`src/rtl/spi_pkg.sv`:
```
`default_nettype none
// ============================================================================
// Module : spi_pkg
// Brief  : Shared FSM state type, R/W bit encoding and frame-width helper
//          for the SPI register bank.
// Rev    : 1.0 - initial release
// ============================================================================
package spi_pkg;

    typedef enum logic [1:0] {
        IDLE  = 2'd0,
        SHIFT = 2'd1,
        DONE  = 2'd2
    } state_t;

    localparam logic c_RW_WRITE = 1'b1;
    localparam logic c_RW_READ  = 1'b0;

    function automatic int frame_w(input int addr_w, input int data_w);
        return 1 + addr_w + data_w;
    endfunction

endpackage
`default_nettype wire

```
`src/rtl/spi_reg_bank_if.sv`:
```
`default_nettype none
// ============================================================================
// Module : spi_reg_bank_if
// Brief  : SPI pin bundle (mode 0) between a controller and the register bank.
// Rev    : 1.0 - initial release
// ============================================================================
interface spi_reg_bank_if;
    logic sclk;
    logic cs_n;
    logic copi;
    logic cipo;

    modport master (output sclk, output cs_n, output copi, input cipo);
    modport slave  (input sclk, input cs_n, input copi, output cipo);
endinterface
`default_nettype wire

```
`src/rtl/spi_sync_edge.sv`:
```
`default_nettype none
// ============================================================================
// Module : spi_sync_edge
// Brief  : Multi-flop synchroniser for an asynchronous pin with rise/fall
//          detection on the synchronised samples.
// Rev    : 1.0 - initial release
// ============================================================================
module spi_sync_edge #(
    parameter int   SYNC_STAGES = 2,
    parameter logic RESET_VAL   = 1'b0
) (
    input  logic clk,
    input  logic rst,
    input  logic i_async,
    output logic o_level,
    output logic o_rise,
    output logic o_fall
);

    logic [SYNC_STAGES-1:0] r_sync;
    logic                   r_prev;

    always_ff @(posedge clk) begin
        if (rst) begin
            r_sync <= {SYNC_STAGES{RESET_VAL}};
            r_prev <= RESET_VAL;
        end else begin
            r_sync <= {r_sync[SYNC_STAGES-2:0], i_async};
            r_prev <= r_sync[SYNC_STAGES-1];
        end
    end

    assign o_level = r_sync[SYNC_STAGES-1];
    assign o_rise  =  r_sync[SYNC_STAGES-1] & ~r_prev;
    assign o_fall  = ~r_sync[SYNC_STAGES-1] &  r_prev;

endmodule
`default_nettype wire

```
`src/rtl/spi_reg_bank.sv`:
```
`default_nettype none
// ============================================================================
// Module : spi_reg_bank
// Brief  : SPI-slave register bank, all pins oversampled by clk; writes
//          update held registers, reads return data MSB first on cipo.
// Rev    : 1.0 - initial release
// ============================================================================
module spi_reg_bank
    import spi_pkg::*;
#(
    parameter int NUM_REGS    = 5,
    parameter int ADDR_W      = 7,
    parameter int DATA_W      = 8,
    parameter int SYNC_STAGES = 2
) (
    input  logic                       clk,
    input  logic                       rst,
    spi_reg_bank_if.slave              spi,
    output logic [NUM_REGS*DATA_W-1:0] regs,
    output logic                       wr_strobe,
    output logic [ADDR_W-1:0]          wr_addr,
    output logic                       frame_err
);

    localparam int                c_FRAME_W  = frame_w(ADDR_W, DATA_W);
    localparam int                c_HDR_W    = 1 + ADDR_W;
    localparam int                c_CNT_W    = $clog2(c_FRAME_W + 1);
    localparam logic [ADDR_W:0]   c_NREGS_EXT = (ADDR_W+1)'(NUM_REGS);

    logic w_sclk_level, w_sclk_rise, w_sclk_fall;
    logic w_cs_level, w_cs_rise, w_cs_fall;
    logic w_copi, w_copi_rise, w_copi_fall;
    logic w_unused_edges;

    // cs_n resets low so a reset inside an active frame cannot fake a falling edge
    spi_sync_edge #(.SYNC_STAGES(SYNC_STAGES), .RESET_VAL(1'b0)) u_sync_sclk (
        .clk(clk), .rst(rst), .i_async(spi.sclk),
        .o_level(w_sclk_level), .o_rise(w_sclk_rise), .o_fall(w_sclk_fall)
    );
    spi_sync_edge #(.SYNC_STAGES(SYNC_STAGES), .RESET_VAL(1'b0)) u_sync_cs (
        .clk(clk), .rst(rst), .i_async(spi.cs_n),
        .o_level(w_cs_level), .o_rise(w_cs_rise), .o_fall(w_cs_fall)
    );
    spi_sync_edge #(.SYNC_STAGES(SYNC_STAGES), .RESET_VAL(1'b0)) u_sync_copi (
        .clk(clk), .rst(rst), .i_async(spi.copi),
        .o_level(w_copi), .o_rise(w_copi_rise), .o_fall(w_copi_fall)
    );
    assign w_unused_edges = w_sclk_level | w_copi_rise | w_copi_fall;

    state_t                      r_state;
    logic [c_CNT_W-1:0]          r_cnt;
    logic [c_FRAME_W-1:0]        r_sh;
    logic [DATA_W-1:0]           r_rd_sh;
    logic                        r_rd_en;
    logic                        r_rd_phase;
    logic                        r_commit;
    logic                        r_cipo;
    logic [NUM_REGS*DATA_W-1:0]  r_regs;
    logic                        r_wr_strobe;
    logic [ADDR_W-1:0]           r_wr_addr;
    logic                        r_frame_err;

    logic [c_FRAME_W-1:0] w_sh_next;
    logic [ADDR_W-1:0]    w_hdr_addr;
    logic [ADDR_W-1:0]    w_frm_addr;
    logic [DATA_W-1:0]    w_frm_data;
    logic                 w_frm_rw;
    logic                 w_frm_in_range;
    logic [DATA_W-1:0]    w_rd_word;

    assign w_sh_next      = {r_sh[c_FRAME_W-2:0], w_copi};
    assign w_hdr_addr     = w_sh_next[ADDR_W-1:0];
    assign w_frm_rw       = r_sh[c_FRAME_W-1];
    assign w_frm_addr     = r_sh[c_FRAME_W-2 -: ADDR_W];
    assign w_frm_data     = r_sh[DATA_W-1:0];
    assign w_frm_in_range = ({1'b0, w_frm_addr} < c_NREGS_EXT);

    // Out-of-range addresses match no entry and read back as zero
    always_comb begin
        w_rd_word = '0;
        for (int k = 0; k < NUM_REGS; k++) begin
            if (w_hdr_addr == ADDR_W'(k)) begin
                w_rd_word = r_regs[k*DATA_W +: DATA_W];
            end
        end
    end

    always_ff @(posedge clk) begin
        if (rst) begin
            r_state     <= IDLE;
            r_cnt       <= '0;
            r_sh        <= '0;
            r_rd_sh     <= '0;
            r_rd_en     <= 1'b0;
            r_rd_phase  <= 1'b0;
            r_commit    <= 1'b0;
            r_cipo      <= 1'b0;
            r_regs      <= '0;
            r_wr_strobe <= 1'b0;
            r_wr_addr   <= '0;
            r_frame_err <= 1'b0;
        end else begin
            r_wr_strobe <= 1'b0;
            r_frame_err <= 1'b0;
            r_cipo      <= (r_state == SHIFT) && r_rd_en && r_rd_phase && r_rd_sh[DATA_W-1];
            case (r_state)
                IDLE: begin
                    if (w_cs_fall) begin
                        r_state    <= SHIFT;
                        r_cnt      <= '0;
                        r_sh       <= '0;
                        r_rd_en    <= 1'b0;
                        r_rd_phase <= 1'b0;
                    end
                end
                SHIFT: begin
                    if (w_sclk_rise) begin
                        r_sh  <= w_sh_next;
                        r_cnt <= r_cnt + c_CNT_W'(1);
                        if (r_cnt == c_CNT_W'(c_HDR_W - 1)) begin
                            r_rd_sh <= w_rd_word;
                            r_rd_en <= (w_sh_next[ADDR_W] == c_RW_READ);
                        end
                    end
                    // First data-phase fall exposes the MSB; later falls advance
                    if (w_sclk_fall && (r_cnt >= c_CNT_W'(c_HDR_W))) begin
                        if (r_rd_phase) begin
                            r_rd_sh <= {r_rd_sh[DATA_W-2:0], 1'b0};
                        end
                        r_rd_phase <= 1'b1;
                    end
                    if (w_sclk_rise && (r_cnt == c_CNT_W'(c_FRAME_W - 1))) begin
                        r_state  <= DONE;
                        r_commit <= 1'b1;
                    end else if (w_cs_rise) begin
                        r_state     <= IDLE;
                        r_frame_err <= 1'b1;
                    end
                end
                DONE: begin
                    r_commit <= 1'b0;
                    if (r_commit) begin
                        if (!w_frm_in_range) begin
                            r_frame_err <= 1'b1;
                        end else if (w_frm_rw == c_RW_WRITE) begin
                            for (int k = 0; k < NUM_REGS; k++) begin
                                if (w_frm_addr == ADDR_W'(k)) begin
                                    r_regs[k*DATA_W +: DATA_W] <= w_frm_data;
                                end
                            end
                            r_wr_strobe <= 1'b1;
                            r_wr_addr   <= w_frm_addr;
                        end
                    end
                    if (w_cs_level) begin
                        r_state <= IDLE;
                    end
                end
                default: r_state <= IDLE;
            endcase
        end
    end

    assign spi.cipo  = r_cipo;
    assign regs      = r_regs;
    assign wr_strobe = r_wr_strobe;
    assign wr_addr   = r_wr_addr;
    assign frame_err = r_frame_err;

endmodule
`default_nettype wire

```
`src/flat_wrapper.sv`:
```
// flat-port wrapper written by rule: the top's interface ports become plain ports
module spi_reg_bank_flat import spi_pkg::*;
#(
    parameter int NUM_REGS    = 5,
    parameter int ADDR_W      = 7,
    parameter int DATA_W      = 8,
    parameter int SYNC_STAGES = 2
)
  (clk, rst, regs, wr_strobe, wr_addr, frame_err, spi_sclk, spi_cs_n, spi_copi, spi_cipo);
  spi_reg_bank_if spi_i ();
  input  logic clk;
  input  logic rst;
  output logic [NUM_REGS*DATA_W-1:0] regs;
  output logic wr_strobe;
  output logic [ADDR_W-1:0] wr_addr;
  output logic frame_err;
  input wire logic [$bits(spi_i.sclk)-1:0] spi_sclk;
  input wire logic [$bits(spi_i.cs_n)-1:0] spi_cs_n;
  input wire logic [$bits(spi_i.copi)-1:0] spi_copi;
  output wire logic [$bits(spi_i.cipo)-1:0] spi_cipo;
  assign spi_i.sclk = spi_sclk;
  assign spi_i.cs_n = spi_cs_n;
  assign spi_i.copi = spi_copi;
  assign spi_cipo = spi_i.cipo;
  spi_reg_bank #(.NUM_REGS(NUM_REGS), .ADDR_W(ADDR_W), .DATA_W(DATA_W), .SYNC_STAGES(SYNC_STAGES)) u_core (.clk(clk), .rst(rst), .spi(spi_i), .regs(regs), .wr_strobe(wr_strobe), .wr_addr(wr_addr), .frame_err(frame_err));
endmodule
```
`config.mk`:
```
export PLATFORM = sky130hd
export DESIGN_NAME = spi_reg_bank_flat
export DESIGN_NICKNAME = d
export VERILOG_FILES = /design/src/rtl/spi_pkg.sv /design/src/rtl/spi_reg_bank_if.sv /design/src/rtl/spi_sync_edge.sv /design/src/rtl/spi_reg_bank.sv /design/src/flat_wrapper.sv
export SDC_FILE = /design/constraint.sdc
export NUM_CORES = 1
export LEC_CHECK = 0
export BUFFER_PORTS_ARGS = -buffer_cell sky130_fd_sc_hd__buf_2
export CAP_MARGIN = 20
export CORE_MARGIN = 1.5
export CORE_UTILIZATION = 60
export DETAILED_ROUTE_END_ITERATION = 10
export PLACE_DENSITY = 0.9
export SLEW_MARGIN = 20
export SYNTH_ARGS = -nofsm -noshare
export SYNTH_HDL_FRONTEND = slang
export SYNTH_SLANG_ARGS = --single-unit
```
`constraint.sdc`:
```
create_clock -name clk -period 3.08 [get_ports clk]
set_input_delay 0.308 -clock clk [delete_from_list [all_inputs] [get_ports clk]]
set_output_delay 0.308 -clock clk [all_outputs]
set_load 0.01 [all_outputs]
```
* After elaboration in Yosys (flattened, before gate mapping) *
Cells that the tools add are included.

word-level totals
  output and inout port bits = 50
  input port bits = 5
  flip-flop bits (word level) = 92
  word-level logic and storage cells = 111

operators by class
  add/subtract/negate cells = 1
  reductions and logical operators = 22
  bitwise operators = 12
  multiplexer cells = 34
  order comparisons = 2
  eq/ne operators = 19

operators by type and width
  kind                                                                                  count
  8-bit two-way mux                                                                     9
  16-bit two-way mux                                                                    2
  16-bit one-hot mux with 2 select lines                                                1
  7-bit by 2-bit == test with 1-bit output (second input constant)                      4
  5-bit AND reduction                                                                   5
  7-bit by 1-bit == test with 1-bit output (second input constant)                      2
  7-bit by 3-bit == test with 1-bit output (second input constant)                      2
  7-bit zero test                                                                       2
  1-bit two-way mux                                                                     10
  5-bit two-way mux                                                                     2
  2-bit inequality test (second input constant)                                         5
  5-bit one-hot mux with 2 select lines                                                 1
  3-bit AND reduction                                                                   3
  2-bit two-way mux                                                                     4
  1-bit inverter                                                                        8
  1-bit one-hot mux with 2 select lines                                                 4
  4-bit AND reduction                                                                   2
  7-bit by 3-bit < comparator with 1-bit output (second input constant)                 1
  2-bit one-hot mux with 3 select lines                                                 1
  5-bit by 1-bit adder with 5-bit output (second input constant)                        1
  5-bit by 3-bit == test with 1-bit output (second input constant)                      1
  5-bit by 4-bit == test with 1-bit output (second input constant)                      1
  5-bit by 4-bit greater-or-equal comparator with 1-bit output (second input constant)  1
  1-bit logical AND                                                                     5
  9 further kinds                                                                       13

* Longest topological paths before layout *
  depth after elaboration = 10
  mapped depth = 8
  depth with buffers taken out = 8

* By module *
From an unflattened synthesis, not the netlist that was laid out.

unflattened totals
  cell total of the unflattened synthesis = 409
  area total of the unflattened synthesis = 3,958.8 µm²

by module, submodules not included
  module         sequential area each (µm²)  cells each  area each (µm²)  instances
  spi_reg_bank   1,681.6                     385         3,684.8          1
  spi_sync_edge  60.1                        8           91.3             3

* Least setup slack after synthesis *
No wires, ideal clock.

  path kind = reg2reg
  start point = register u_core.r_sh[14]
  end point = register u_core.r_regs[32], in the netlist u_core.regs[32]
  data required time = 2,952 ps
  clock period less this slack = 1,773 ps
  arrival = 1,645 ps
  path buffers = 1
  setup time = 128 ps
  path slack = 1,307 ps
  stages on the path, launching flop included = 7
  cell sequence = dfxtp_1 -> nor4_4 -> nand4_2 -> or4b_1 -> buf_4 -> mux2i_1 -> nor2_1

between the ends
  word-level cells in the longest chain between the ends = 2
  elaborated cells between the ends (all ways) = 3
  those cells by class = order compare: 1; eq/ne: 1; reduce/logical: 1

ends and longest elaborated chain
  element                                                                                                    line                                     text
  start: declaration                                                                                         spi_reg_bank.sv:52                       logic [c_FRAME_W-1:0] r_sh;
  start signal: assignment                                                                                   spi_reg_bank.sv:118                      r_sh <= w_sh_next;
  7-bit by 3-bit < comparator with 1-bit output or 7-bit by 3-bit == test with 1-bit output (tied branches)  spi_reg_bank.sv:76, spi_reg_bank.sv:147
  5-bit AND reduction (no line) *                                                                            -
  end signal: indexed assignment                                                                             spi_reg_bank.sv:148                      r_regs[k*DATA_W +: DATA_W] <= w_frm_data;
  end: declaration                                                                                           spi_reg_bank.sv:58                       logic [NUM_REGS*DATA_W-1:0] r_regs;

Mark *: on every way between the ends. The rest lies on a longest branch, timed or not.
A chain may end at the register's enable or synchronous reset.

* Worst setup path in the final report *
  start point = register u_core.r_state[1]
  end point = register u_core.r_cnt[1]

between the ends
  word-level cells in the longest chain between the ends = 3
  elaborated cells between the ends (all ways) = 7
  those cells by class = eq/ne: 3; mux: 1; reduce/logical: 3

ends and longest elaborated chain
  element                                                                             line                 text
  start: declaration                                                                  spi_reg_bank.sv:50   state_t r_state;
  start signal: assignment                                                            spi_reg_bank.sv:90   r_state <= IDLE;
  start signal: assignment                                                            spi_reg_bank.sv:109  r_state <= SHIFT;
  start signal: assignment                                                            spi_reg_bank.sv:133  r_state <= DONE;
  2-bit by 1-bit == test with 1-bit output or 2-bit zero test (tied branches)         spi_reg_bank.sv:106  case (r_state)
  2-bit by 1-bit inequality test with 1-bit output (no line) (tied with other cells)  -
  3-bit AND reduction (no line)                                                       -
  end signal: assignment                                                              spi_reg_bank.sv:119  r_cnt <= r_cnt + c_CNT_W'(1);
  end: declaration                                                                    spi_reg_bank.sv:51   logic [c_CNT_W-1:0] r_cnt;

Parallel ways exist; a longest one is shown, timed or not.

==> metrics.md <==
| Metric | Value |
|---|---|
| Status | `finished, final reports clean` |
| Final ANT Viol Nets | `0` |
| P_sw | `467 uW` |
| Total track usage | `25.6%` |
| FF+latch count, synth | `92` |
| Total die area | `0.00693 mm2` |
| Synth-to-Final Area Change | `11.9%` |
| Clock-pin slew on the worst setup and hold paths | `~0.090 ns` |
| Setup ws final | `0.899 ns` |
| Worst path cell trace | `inv_1 > ha_1 > inv_1 > o22ai_1 > buf_4 > a22oi_1 > nor2_1` |
| Warnings from Yosys | `0` |
| Final period utilization | `70.8%` |
| IO buf count | `54` |
| Leak | `0.00186 uW` |
| Multi-input logic area | `0.00185 mm2` |
| Setup slack at placement | `0.964 ns` |
| Synthesized area | `roughly 0.0039 mm2` |
| HPWL after DPL | `5610 um` |
| Min Clock Period, post-route | `2.18 ns` |
| Critical path endpoint category | `flop` |
| Min-Delay Path Depth | `2` |
| Slew at the pin closest to its max-slew limit | `0.852 ns` |
| R2r setup slk | `0.90 ns` |
| Worst-Skew Late Latency | `0.37 ns` |
| GP Congestion | `0.818` |
| RSZ-0062 raised after global routing | `false` |
| Clock root buffer | `clkbuf_8` |
| Sw frac | `22.6%` |
| Mean Syn Cell Area | `9.22 um2` |
| Register area | `0.00184 mm2` |
| CTS tree | `built` |
| CP max stage cell | `o22ai_1` |
| IO Count | `55` |
| Die Width | `83.2 um` |
| Initial antenna violation count | `0` |
| Final Slew Violations | `0` |
| Post-cts hold buffer count | `0` |
| Final hold slack | `0.148 ns` |
| CP Data Required Time | `3.38 ns` |
| CTS resizes | `0` |
| Post-CTS setup buffer count | `0` |
| Reg2reg end | `u_core.r_cnt[1]` |
| Util after Layout | `68.8%` |
| Via density | `5.91` |
| Critical setup path kind | `reg -> reg` |
| # setup viols final | `0` |
| Startpoint types | `flop` |
| Pint | `1600 uW` |
| Vias in the first global route | `2902` |
| Aggregate negative setup slack | `0 ns` |
| Fillers | `459` |
| Min-Delay Endpoint | `u_core.u_sync_cs.r_sync[0]` |
| Die Span Y | `83.2 um` |
| Min-delay src | `spi_cs_n` |
| Synth Flop Type | `dfxtp_1` |
| First-pass GRT wire length | `roughly 14000 um` |
| H-tree levels | `3` |
| Starting Density | `61.5%` |
| Fmax | `459 MHz` |
| Pwr/cell area | `between 400 and 500 mW/mm2` |
| Worst EP arrival | `2.48 ns` |
| Path depth of the worst reg2reg path | `7` |
| Placeable Area | `0.00628 mm2` |
| Pin count of the biggest net entering global routing | `85` |
| # diodes | `0` |
| Maximum clock insertion buffer count | `2` |
| Seq/Total Area, Yosys | `about 48%` |
| Overall routed net length | `8690 um` |
| Max-slew headroom | `43.1%` |
| Clock Sinks | `92` |
| Final hold violations | `0` |
| WL/cell | `16.2 um` |
| Via count | `roughly 3.2k` |
| FP Rows | `29` |
| 1st-pass router iterations | `6` |
| Worst Skew | `0.0141 ns` |
| Crit-path max FO | `14` |
| Share of cells above drive strength 1 | `a little under a fifth` |
| DR iter-0 viols | `298` |
| Max VDD drop | `306 uV` |
| CP max stage delay | `0.59 ns` |
| Cells after Synth | `419` |
| CP dominant cell by count | `inv_1` |
| Hold Path Class | `in -> reg` |
| Post-synth EDFFs | `0` |
| Net count, final | `466` |
| Clk pwr share | `between 30% and 40%` |
| FFs w/ async S/R, synth | `0%` |
| Combinational power share | `2.3%` |
| Sequential share of power | `57.9%` |
| Total power | `between 2000 and 2500 uW` |
| Netlist cell types | `43` |
| Max_cap viols | `0` |
| Num CTS Buffers | `9` |
| Worst r2r src | `u_core.r_state[1]` |
| Post-route DRC | `0` |
| GRT overflow | `0` |
| Syn nets | `430` |
==> worst max-delay path, delay by kind of cell, from the launching register on <==
kind	cells	cell delay [ns]
fa+ha+maj	1	0.39
buf+inv	3	0.54
flops	1	0.34
simple gates	1	0.15
compound gates	2	0.70
==> state kept, by name (all words and copies together), names as in the netlist <==
name	cells
u_core.u_sync_sclk.r_prev	1
u_core.r_rd_en	1
u_core.r_commit	1
u_core.u_sync_sclk.r_sync	2
u_core.spi.cipo	1
u_core.wr_strobe	1
u_core.u_sync_cs.r_sync	2
u_core.frame_err	1
u_core.r_rd_phase	1
u_core.r_sh	16
u_core.r_cnt	5
u_core.u_sync_cs.r_prev	1
u_core.r_rd_sh	8
u_core.wr_addr	7
u_core.regs	40
u_core.r_state	2
u_core.u_sync_copi.r_sync	2
==> power by group through the flow <==
stage          Clock (uW)  Combinational [uW]  Sequential (uW)
2_1_floorplan           0                36.5             1220
3_3_place_gp            0                45.9             1230
3_5_place_dp            0                46.9             1230
4_1_cts               823                46.8             1200
5_1_grt               876                53.0             1200
6_report              824                47.7             1200
==> routing by layer <==
layer | GRT usage (%) | part of all wire, % | up-vias
met5 | 0 | 0 | -
met4 | 11.8 | 3.0 | 0
met3 | 5.86 | 4.9 | 23
met2 | 39.2 | 47 | 94
met1 | 34.4 | 45 | 1529
li1 | - | - | 1530
==> cell usage in the layout, fill, tap and decap left out, drive strengths merged <==
master	instances
nor3	2
and4	1
dfxtp	92
a32o	1
o21a	5
and2	2
ha	6
nor4	3
bufinv	1
mux4	1
buf	57
o2bb2ai	1
a21oi	16
and3b	3
nor2	86
o32a	1
nor2b	11
clkbuf	10
nor4bb	1
o21ai	17
nand2b	3
nand3	7
inv	12
mux2	6
nor3b	2
clkinv	3
nor4b	1
or4b	1
a22oi	25
and3	7
or3	2
o32ai	5
a31o	1
o22ai	2
nand2	14
nand4	2
nand3b	1
clkinvlp	1
mux2i	44
a31oi	4
==> worst max path at each step <==
| stage | slack, ns | to | from |
|---|---|---|---|
| 6_report | 0.90 | u_core.r_cnt[1] | u_core.r_state[1] |
| 3_3_place_gp | 0.98 | u_core.regs[32] | u_core.r_sh[14] |
| 3_5_place_dp | 0.96 | u_core.regs[29] | u_core.r_state[0] |
| 4_1_cts | 0.93 | u_core.regs[35] | u_core.r_sh[14] |
| 2_1_floorplan | 1.31 | u_core.regs[32] | u_core.r_sh[14] |
| 5_1_grt | 0.72 | u_core.regs[27] | u_core.r_state[0] |
==> layout make-up <==
cell class                 instances  area share, %
timing repair buffer              57           6.77
sequential                        92           42.6
clock inverter                     6           1.42
clock buffer                      10           3.18
inverter                          11          0.955
multi-input combinational        284           42.8
tap                               77           2.23
==> cells in the mapped netlist (2+ instances only) <==
master,count,area (um2)
dfxtp_1,92,1840
nor2_1,86,323
mux2i_1,44,440
clkbuf_1,28,105
a22oi_1,25,188
a21oi_1,16,80.1
o21ai_0,16,80.1
nand2_1,14,52.6
inv_1,11,41.3
nor2b_1,11,68.8
and3_1,7,43.8
nand3_1,7,35.0
ha_1,6,75.1
mux2_2,6,67.6
o21a_1,5,37.5
o32ai_1,5,43.8
a31oi_1,4,25.0
and3b_1,3,26.3
buf_2,3,15.0
nand2b_1,3,18.8
nor3_1,2,10.0
nor4_4,2,42.5
o22ai_1,2,12.5
or3_1,2,12.5
==> kinds of logic (layout without fill, tap and decap cells) <==
group           count (synthesis)  after routing  synth area share, %
mux                            51             51                 13.7
flops                          92             92                 47.7
simple gates                  149            149                 19.1
fa+ha+maj                       6              6                 1.94
buf+inv                        43             84                 4.37
compound gates                 78             78                 13.2
==> metrics by stage <==
| step | cell area [um2] | std cells |
|---|---|---|
| 2_1_floorplan | 3860 | 419 |
| 3_3_place_gp | 4120 | 521 |
| 3_5_place_dp | 4120 | 521 |
| 4_1_cts | 4320 | 537 |
| 5_1_grt | 4320 | 537 |
| 6_report | 4320 | 537 |
Note: power is estimated with default switching activity, not from simulation.
